===== src/rtl/hb_cmd_initiator.sv =====
// hb_cmd_initiator
// Host-side initiator for the 34-bit command/response link into the CPU's bus
// master. It takes one read or write request at a time and sends an
// address command unless the address cache hits. It then sends a write or
// read command and waits for the matching response word. Read data or an
// error is returned to the requester as a single-cycle completion pulse.
//
// Ports:
//   clk        in   1   system clock, rising edge
//   reset      in   1   asynchronous active-low reset
//   req_valid  in   1   request present (held until req_ready is seen)
//   req_ready  out  1   request accepted this cycle (high only in IDLE)
//   req_we     in   1   1 = write, 0 = read
//   req_addr   in  32   byte address, bits [1:0] ignored
//   req_wdata  in  32   write data
//   resp_valid out  1   one-cycle completion pulse
//   resp_rdata out 32   read data on a successful read, else 0
//   resp_err   out  1   bus error, wrong response type or timeout
//   cmd_stb    out  1   command word valid
//   cmd_word   out 34   command word
//   cmd_busy   in   1   master cannot take a command this cycle
//   rsp_stb    in   1   response word valid (single cycle)
//   rsp_word   in  34   response word

module hb_cmd_initiator #(
    parameter int TIMEOUT_CYCLES = 64,
    parameter bit ADDR_CACHE     = 1'b1
) (
    input  logic        clk,
    input  logic        reset,
    input  logic        req_valid,
    output logic        req_ready,
    input  logic        req_we,
    input  logic [31:0] req_addr,
    input  logic [31:0] req_wdata,
    output logic        resp_valid,
    output logic [31:0] resp_rdata,
    output logic        resp_err,
    output logic        cmd_stb,
    output logic [33:0] cmd_word,
    input  logic        cmd_busy,
    input  logic        rsp_stb,
    input  logic [33:0] rsp_word
);

    localparam logic [2:0] S_IDLE      = 3'd0;
    localparam logic [2:0] S_SEND_ADDR = 3'd1;
    localparam logic [2:0] S_SEND_DATA = 3'd2;
    localparam logic [2:0] S_WAIT_RSP  = 3'd3;
    localparam logic [2:0] S_DONE      = 3'd4;

    localparam logic [1:0] RSP_WACK  = 2'b00;
    localparam logic [1:0] RSP_RDATA = 2'b01;
    localparam logic [1:0] RSP_ECHO  = 2'b10;

    localparam logic [9:0] TMO_LAST = 10'(TIMEOUT_CYCLES - 1);

    logic [2:0]  state;
    logic        lat_we;
    logic [29:0] lat_addr;
    logic [31:0] lat_wdata;
    logic        addr_valid;
    logic [29:0] last_addr;
    logic [9:0]  tmo_cnt;

    logic        cache_hit;
    logic [33:0] req_addr_cmd;
    logic [33:0] req_data_cmd;
    logic [33:0] lat_data_cmd;
    logic [1:0]  rsp_type;
    logic        rsp_terminal;
    logic        rsp_ok;
    logic        tmo_expired;

    // Byte-lane bits of the address never reach the link.
    logic unused_addr_bits;
    assign unused_addr_bits = ^req_addr[1:0];

    // Gating with reset keeps req_ready low while reset is held, even though
    // the state register already reads IDLE during that time.
    assign req_ready = (state == S_IDLE) && reset;

    assign cache_hit    = ADDR_CACHE && addr_valid && (req_addr[31:2] == last_addr);
    assign req_addr_cmd = {2'b10, 1'b0, 1'b1, req_addr[31:2]};
    assign req_data_cmd = req_we ? {2'b01, req_wdata} : {2'b00, 32'h0};
    assign lat_data_cmd = lat_we ? {2'b01, lat_wdata} : {2'b00, 32'h0};

    // Address echoes are never terminal. Every other type ends the wait,
    // and a type that does not match the request counts as an error.
    assign rsp_type     = rsp_word[33:32];
    assign rsp_terminal = rsp_stb && (rsp_type != RSP_ECHO);
    assign rsp_ok       = lat_we ? (rsp_type == RSP_WACK) : (rsp_type == RSP_RDATA);
    assign tmo_expired  = (tmo_cnt == TMO_LAST);

    always_ff @(posedge clk or negedge reset) begin
        if (!reset) begin
            state      <= S_IDLE;
            lat_we     <= 1'b0;
            lat_addr   <= 30'h0;
            lat_wdata  <= 32'h0;
            addr_valid <= 1'b0;
            last_addr  <= 30'h0;
            tmo_cnt    <= 10'h0;
            cmd_stb    <= 1'b0;
            cmd_word   <= 34'h0;
            resp_valid <= 1'b0;
            resp_rdata <= 32'h0;
            resp_err   <= 1'b0;
        end else begin
            // Completion outputs are pulses; they are only set on DONE entry.
            resp_valid <= 1'b0;
            resp_rdata <= 32'h0;
            resp_err   <= 1'b0;

            case (state)
                S_IDLE: begin
                    if (req_valid) begin
                        lat_we    <= req_we;
                        lat_addr  <= req_addr[31:2];
                        lat_wdata <= req_wdata;
                        cmd_stb   <= 1'b1;
                        if (cache_hit) begin
                            cmd_word <= req_data_cmd;
                            state    <= S_SEND_DATA;
                        end else begin
                            cmd_word <= req_addr_cmd;
                            state    <= S_SEND_ADDR;
                        end
                    end
                end

                S_SEND_ADDR: begin
                    // The data word follows the address with no idle gap.
                    if (!cmd_busy) begin
                        last_addr  <= lat_addr;
                        addr_valid <= 1'b1;
                        cmd_word   <= lat_data_cmd;
                        state      <= S_SEND_DATA;
                    end
                end

                S_SEND_DATA: begin
                    if (!cmd_busy) begin
                        cmd_stb  <= 1'b0;
                        cmd_word <= 34'h0;
                        tmo_cnt  <= 10'h0;
                        state    <= S_WAIT_RSP;
                    end
                end

                S_WAIT_RSP: begin
                    // A terminal response arriving on the expiry cycle wins.
                    if (rsp_terminal) begin
                        resp_valid <= 1'b1;
                        resp_err   <= !rsp_ok;
                        resp_rdata <= (rsp_ok && !lat_we) ? rsp_word[31:0] : 32'h0;
                        state      <= S_DONE;
                    end else if (tmo_expired) begin
                        resp_valid <= 1'b1;
                        resp_err   <= 1'b1;
                        state      <= S_DONE;
                    end else begin
                        tmo_cnt <= tmo_cnt + 10'd1;
                    end
                end

                S_DONE: begin
                    // After a failure the master's address register is suspect,
                    // so the next request must resend the address.
                    if (resp_err) begin
                        addr_valid <= 1'b0;
                    end
                    state <= S_IDLE;
                end

                default: begin
                    cmd_stb  <= 1'b0;
                    cmd_word <= 34'h0;
                    state    <= S_IDLE;
                end
            endcase
        end
    end

endmodule


===== config.mk =====
export PLATFORM = sky130hd
export DESIGN_NAME = hb_cmd_initiator
export DESIGN_NICKNAME = d
export VERILOG_FILES = /design/src/rtl/hb_cmd_initiator.sv
export SDC_FILE = /design/constraint.sdc
export NUM_CORES = 1
export LEC_CHECK = 0
export ABC_AREA = 0
export BUFFER_PORTS_ARGS = -buffer_cell sky130_fd_sc_hd__buf_2
export CAP_MARGIN = 10
export CORE_MARGIN = 2
export CORE_UTILIZATION = 54
export CTS_BUF_LIST = sky130_fd_sc_hd__clkbuf_8 sky130_fd_sc_hd__clkbuf_16
export CTS_CLUSTER_SIZE = 10
export DETAILED_ROUTE_END_ITERATION = 7
export GPL_TIMING_DRIVEN = 0
export PLACE_DENSITY = 0.8
export SYNTH_ARGS = -nofsm -noshare
export SYNTH_HDL_FRONTEND = slang
export SYNTH_SLANG_ARGS = --single-unit

===== constraint.sdc =====
create_clock -name clk -period 2.1 [get_ports clk]
set_clock_uncertainty 0.05 [all_clocks]
set_input_delay 0 -clock clk [delete_from_list [all_inputs] [get_ports clk]]
set_output_delay 0 -clock clk [all_outputs]
set_load 0.1 [all_outputs]

# ---- After elaboration in Yosys (flattened, before gate mapping)
# Index checks and enable logic that the tools add are counted.
# W data, S select, Z words.
dict set report totals {
  regBits 176
  latch_bits 0
  mem_bits_rw 0
  mem_bits_ro 0
  inputBits 104
  elab_cells 83
  mem_count 0
}
dict set report classes {
  addsub 1
  multipliers 0
  div 0
  order_cmp 0
  n_eq_ne 15
  n_shift 0
  mux 33
  n_bitwise 3
  reduce_logical 19
}
# op count
set op_table {}
lappend op_table {{$mux W34} 4}
lappend op_table {{$pmux W34 S4} 1}
lappend op_table {{$mux W32} 3}
lappend op_table {{$mux W33} 2}
lappend op_table {{$eq A30 B30 Y1} 1}
lappend op_table {{$mux W10} 3}
lappend op_table {{$pmux W10 S2} 1}
lappend op_table {{$mux W3} 5}
lappend op_table {{$ne A2 B2 Y1 const B} 7}
lappend op_table {{$pmux W3 S4} 1}
lappend op_table {{$reduce_and A4 Y1} 3}
lappend op_table {{$add A10 B1 Y10 const B} 1}
lappend op_table {{$eq A10 B6 Y1 const B} 1}
lappend op_table {{$mux W1} 10}
lappend op_table {{$eq A3 B2 Y1 const B} 2}
lappend op_table {{$reduce_and A3 Y1} 2}
lappend op_table {{$logic_and A1 B1 Y1} 4}
lappend op_table {{$reduce_and A2 Y1} 2}
lappend op_table {{$reduce_bool A2 Y1} 2}
lappend op_table {{$eq A3 B1 Y1 const B} 1}
lappend op_table {{$eq A3 B3 Y1 const B} 1}
lappend op_table {{$logic_not A3 Y1} 1}
lappend op_table {{$ne A3 B3 Y1 const B} 1}
lappend op_table {{$not A1 Y1} 3}
lappend op_table {{8 further kinds} 9}

# ---- Longest topological paths before layout
dict set report logic_depth {
  depth_word 6
  mapped_depth 7
  depth_no_buf 6
}

# ---- Worst setup path before layout
# Ideal clock, no wire load.
dict set report synth_path {
  kind {flip-flop to output port}
  from {reg state[2]}
  to {out req_ready}
  t_arrival_ns 3.730
  path_slack_ns -1.680
  path_stages_with_launch 3
  path_cell_list {dfrtp_1 -> buf_2 -> nor4b_1}
}
dict set report synth_via {
  elab_chain_cells 2
}
# element line_no
set synth_rtl {}
lappend synth_rtl {{start: declaration} 58} ;# logic [2:0] state;
lappend synth_rtl {{start signal: assignment} 97} ;# state <= S_IDLE;
lappend synth_rtl {{start signal: assignment} 124} ;# state <= S_SEND_DATA;
lappend synth_rtl {{start signal: assignment} 127} ;# state <= S_SEND_ADDR;
lappend synth_rtl {{$logic_not A3 Y1} 81} ;# assign req_ready = (state == S_IDLE) && reset;
lappend synth_rtl {{$logic_and A1 B1 Y1} 81}
lappend synth_rtl {{end: declaration} 32} ;# output logic req_ready,
# No other way between the ends.

# ---- Worst setup path after layout
dict set report layout_path {
  from {reg last_addr[17]}
  to {reg cmd_word[1]}
}
dict set report layout_via {
  elab_chain_cells 5
}
# element line_no
set layout_rtl {}
lappend layout_rtl {{start: declaration} 63} ;# logic [29:0] last_addr;
lappend layout_rtl {{start signal: assignment} 135} ;# last_addr <= lat_addr;
lappend layout_rtl {{$eq A30 B30 Y1} 83} ;# assign cache_hit = ADDR_CACHE && addr_valid && (req_addr[31:2] == last_addr);
lappend layout_rtl {{$logic_and A1 B1 Y1} 83}
lappend layout_rtl {{$mux W34} 122} ;# if (cache_hit) begin
lappend layout_rtl {{$mux W34} 117} ;# if (req_valid) begin
lappend layout_rtl {{$pmux W34 S4} 115} ;# case (state)
lappend layout_rtl {{end signal: assignment} 123} ;# cmd_word <= req_data_cmd;
lappend layout_rtl {{end signal: assignment} 126} ;# cmd_word <= req_addr_cmd;
lappend layout_rtl {{end signal: assignment} 137} ;# cmd_word <= lat_data_cmd;
lappend layout_rtl {{end: declaration} 40} ;# output logic [33:0] cmd_word,
# No other way between the ends. The select of a mux whose other input is x is not followed.
# A chain may end at the register's enable or synchronous reset.

==> results.md <==
* Leak at approximately 5.2 nW
* Hold Vio Cnt, Final at 0
* WL met3 at around 1300 µm
* Crit start category: flip-flop
* Vias in the first global route at between 6k and 7k
* Min Tclk post-route at between 2 and 2.5 ns
* Worst vdd ir at 0.000976 V
* Worst Hold Class: input port to asynchronous set/reset pin
* Post-synth cell types at 51
* CTS Root Cell: clkbuf_16
* Synth Flop Type: dfrtp_1
* Critical path arrival at between 2 and 2.5 ns
* First-pass GRT wire length at approximately 33000 µm
* Critical path endpoint category: flip-flop
* Starting density of the core at between 50% and 60%
* Worst-path clk slew at roughly 0.07 ns
* Least-Margin Pin Slew at 0.618 ns
* Final period util at 99.5%
* Setup TNS at 0 ns
* H-tree levels at 4
* Total grt overflow at 0
* Clk sinks at 176
* Number of diodes at 0
* Worst Setup Path Type: flip-flop to flip-flop
* Met1 Routed Length at between 8000 and 9000 µm
* Dpl cells at 1020
* Clk Latency, worst-skew pair at 0.43 ns
* # DRC at 0
* First DRT Iteration DRCs at 556
* Final setup fails at 0
* EDFF count, synth at 0
* Port Buffers at 171
* Synthesis-stage register bit count at around 180
* DR top layer: met4
* Tot Pwr at between 0.01 and 0.015 W
* Ports at between 150 and 200
* WL met2 at roughly 11000 µm
* Post-synthesis instance total at between 600 and 700
* Slowest CP cell: dfrtp_1
* Share of layout cells above drive strength 1 at 31.7%
* Final number of max-transition violations at 0
* Post-Route WL at 21400 µm
* # rows at 43
* Critical path peak fanout at 10
* Synth Cell Area at about 7600 µm²
* Antenna viol nets, final at 0
* Die Wd at approximately 120 µm
* Core ar. at about 14000 µm²
* Max_cap viols at 0
* Critical-path cell list: xnor2_1 > nand4_1 > nor4_4 > buf_4 > nand4_4 > buf_6 > o221ai_2
* Area grow syn2layout at 38.7%
* Die Area at around 15000 µm²
* Syn Nets at roughly 770
* Power Dens Cells at between 1000 and 1500 nW/µm²
* RSZ-0062 raised after global routing: yes
* GRT Total Usage at between 20 and 30%
* CTS tree: yes
* Asr flop ratio synth at between 90% and 100%
* Max clock buf depth at 2
* Delay of the slowest critical-path stage at 0.40 ns
* Synth Warn # at 0
* Fin nets at approximately 1.1k
* Outcome: finished, final reports clean
* WL/cell at ~18 µm
* Avg Inst Size Synth at ~11 µm²
* CTS buffer count at 17
* Slew headroom at between 50% and 60%
* Required time of the worst setup path at around 2.4 ns
* Pin count of the biggest net entering global routing at 120
* Via count at 6424
* Average vias per placed instance at around 5.6
* Number of detailed-route iterations in the first pass at 5
* Worst hold slack at slightly below 0.04 ns
* Post-Layout Cell Count at roughly 1.2k
* Gpl congestion at just under 0.9
* Sequential share of the synthesized area at between 50 and 60%
* Initial antenna violation count at 0
* Post-DP HPWL at around 13000 µm
* Max Freq at 479 MHz
* Die H at ~120 µm
-- through the flow --
step | util (%) | setup WS (ns) | cell area [µm²]
2_1_floorplan | - | 0.285 | 7580
3_3_place_gp | 62.9 | -1.92 | 8660
3_5_place_dp | 63.2 | 0.0284 | 8700
4_1_cts | 75.3 | 0.00112 | 10400
5_1_grt | 76.2 | -0.0596 | 10500
6_report | 76.2 | 0.0115 | 10500
-- sequential cells by signal (all words and copies together) (netlist names) --
register / flops
resp_rdata: 32
addr_valid: 1
resp_err: 1
state: 3
cmd_word: 34
cmd_stb: 1
last_addr: 30
tmo_cnt: 10
lat_we: 1
resp_valid: 1
lat_wdata: 32
lat_addr: 30
-- what timing repair did --
action	4_1_cts	5_1_grt
hold endpoints to repair	312	0
hold buffers	102	0
setup buffers	0	3
resized for setup	0	22
endpoints found under the setup margin	0	74
-- power by group --
group,total (W),internal (W),switching (W)
sequential,0.00535,0.00460,0.000758
combinational,0.00616,0.00188,0.00427
clock,0.00346,0.00216,0.00130
-- worst paths after layout --
kind	from	to	slack, ns	depth (start not counted)
setup reg to reg	last_addr[17]	cmd_word[1]	0.01	7
min in group clk	rsp_word[28]	resp_rdata[28]	0.25	3
setup / recovery	last_addr[17]	cmd_word[1]	0.01	7
max in group asynchronous	reset	lat_addr[7]	1.03	3
hold / removal	reset	tmo_cnt[6]	0.04	2
hold reg to reg	lat_addr[6]	lat_addr[6]	0.42	2
-- synthesized netlist by cell type, types with 5 or more instances --
library cell,count,area [µm²]
and2_1,35,219
nand2_1,137,514
o221ai_2,28,420
buf_2,13,65.1
dfrtp_1,176,4400
xnor2_1,31,272
o21ai_0,41,205
mux2_2,30,338
buf_6,6,67.6
nand4_1,9,56.3
o31ai_1,5,37.5
a22oi_1,31,233
a21oi_1,12,60.1
nor2_1,9,33.8
inv_1,38,143
clkbuf_1,16,60.1
-- routing by layer --
layer / GRT usage [%] / up-vias
met5: 0 / -
met4: 13.4 / 0
met3: 5.72 / 67
met2: 50.2 / 270
met1: 36.0 / 3196
li1: - / 2891
-- worst max-delay path, delay by kind of cell (launching register included) --
kind | cells | cell delay [ns]
AO/OA/AOI/OAI | 1 | 0.16
XOR/XNOR | 1 | 0.30
buffers and inverters | 2 | 0.42
flip-flops | 1 | 0.40
AND/OR/NAND/NOR | 3 | 0.66
-- layout by cell type, fill, tap and decap left out, types with 3 or more instances in the layout --
master           n
a21oi_1         12
a22oi_1         31
a31oi_1          3
and2_1          35
and3_1           3
buf_2          183
buf_4            6
buf_6            5
bufinv_16        5
clkbuf_1        10
clkbuf_16       18
clkbuf_2         5
clkinv_2         4
dfrtp_1        176
dlygate4sd3_1  102
inv_1           40
mux2_2          30
nand2_1        137
nand2b_1         3
nand4_1          9
nor2_1           8
o21ai_0         41
o221ai_2        28
o31ai_1          5
or4_1            3
xnor2_1         27
xnor2_2          4
-- area by class of cell --
type	count	area (µm²)
Fill cell	881	3280
Inverter	38	143
Sequential cell	176	4400
Buffer	37	226
Tap cell	180	225
Clock inverter	13	193
Timing Repair Buffer	278	1960
Multi-Input combinational cell	416	2890
Clock buffer	19	453
-- cell families after synthesis --
kind of cell             share of synthesized area [%]
XOR/XNOR                                          3.59
flip-flops                                        58.2
AND/OR/NAND/NOR                                   14.0
multiplexers                                      4.60
buffers and inverters                             4.73
AO/OA/AOI/OAI                                     14.7
adder cells (fa/ha/maj)                          0.165
Note: power is estimated with default switching activity, not from simulation.
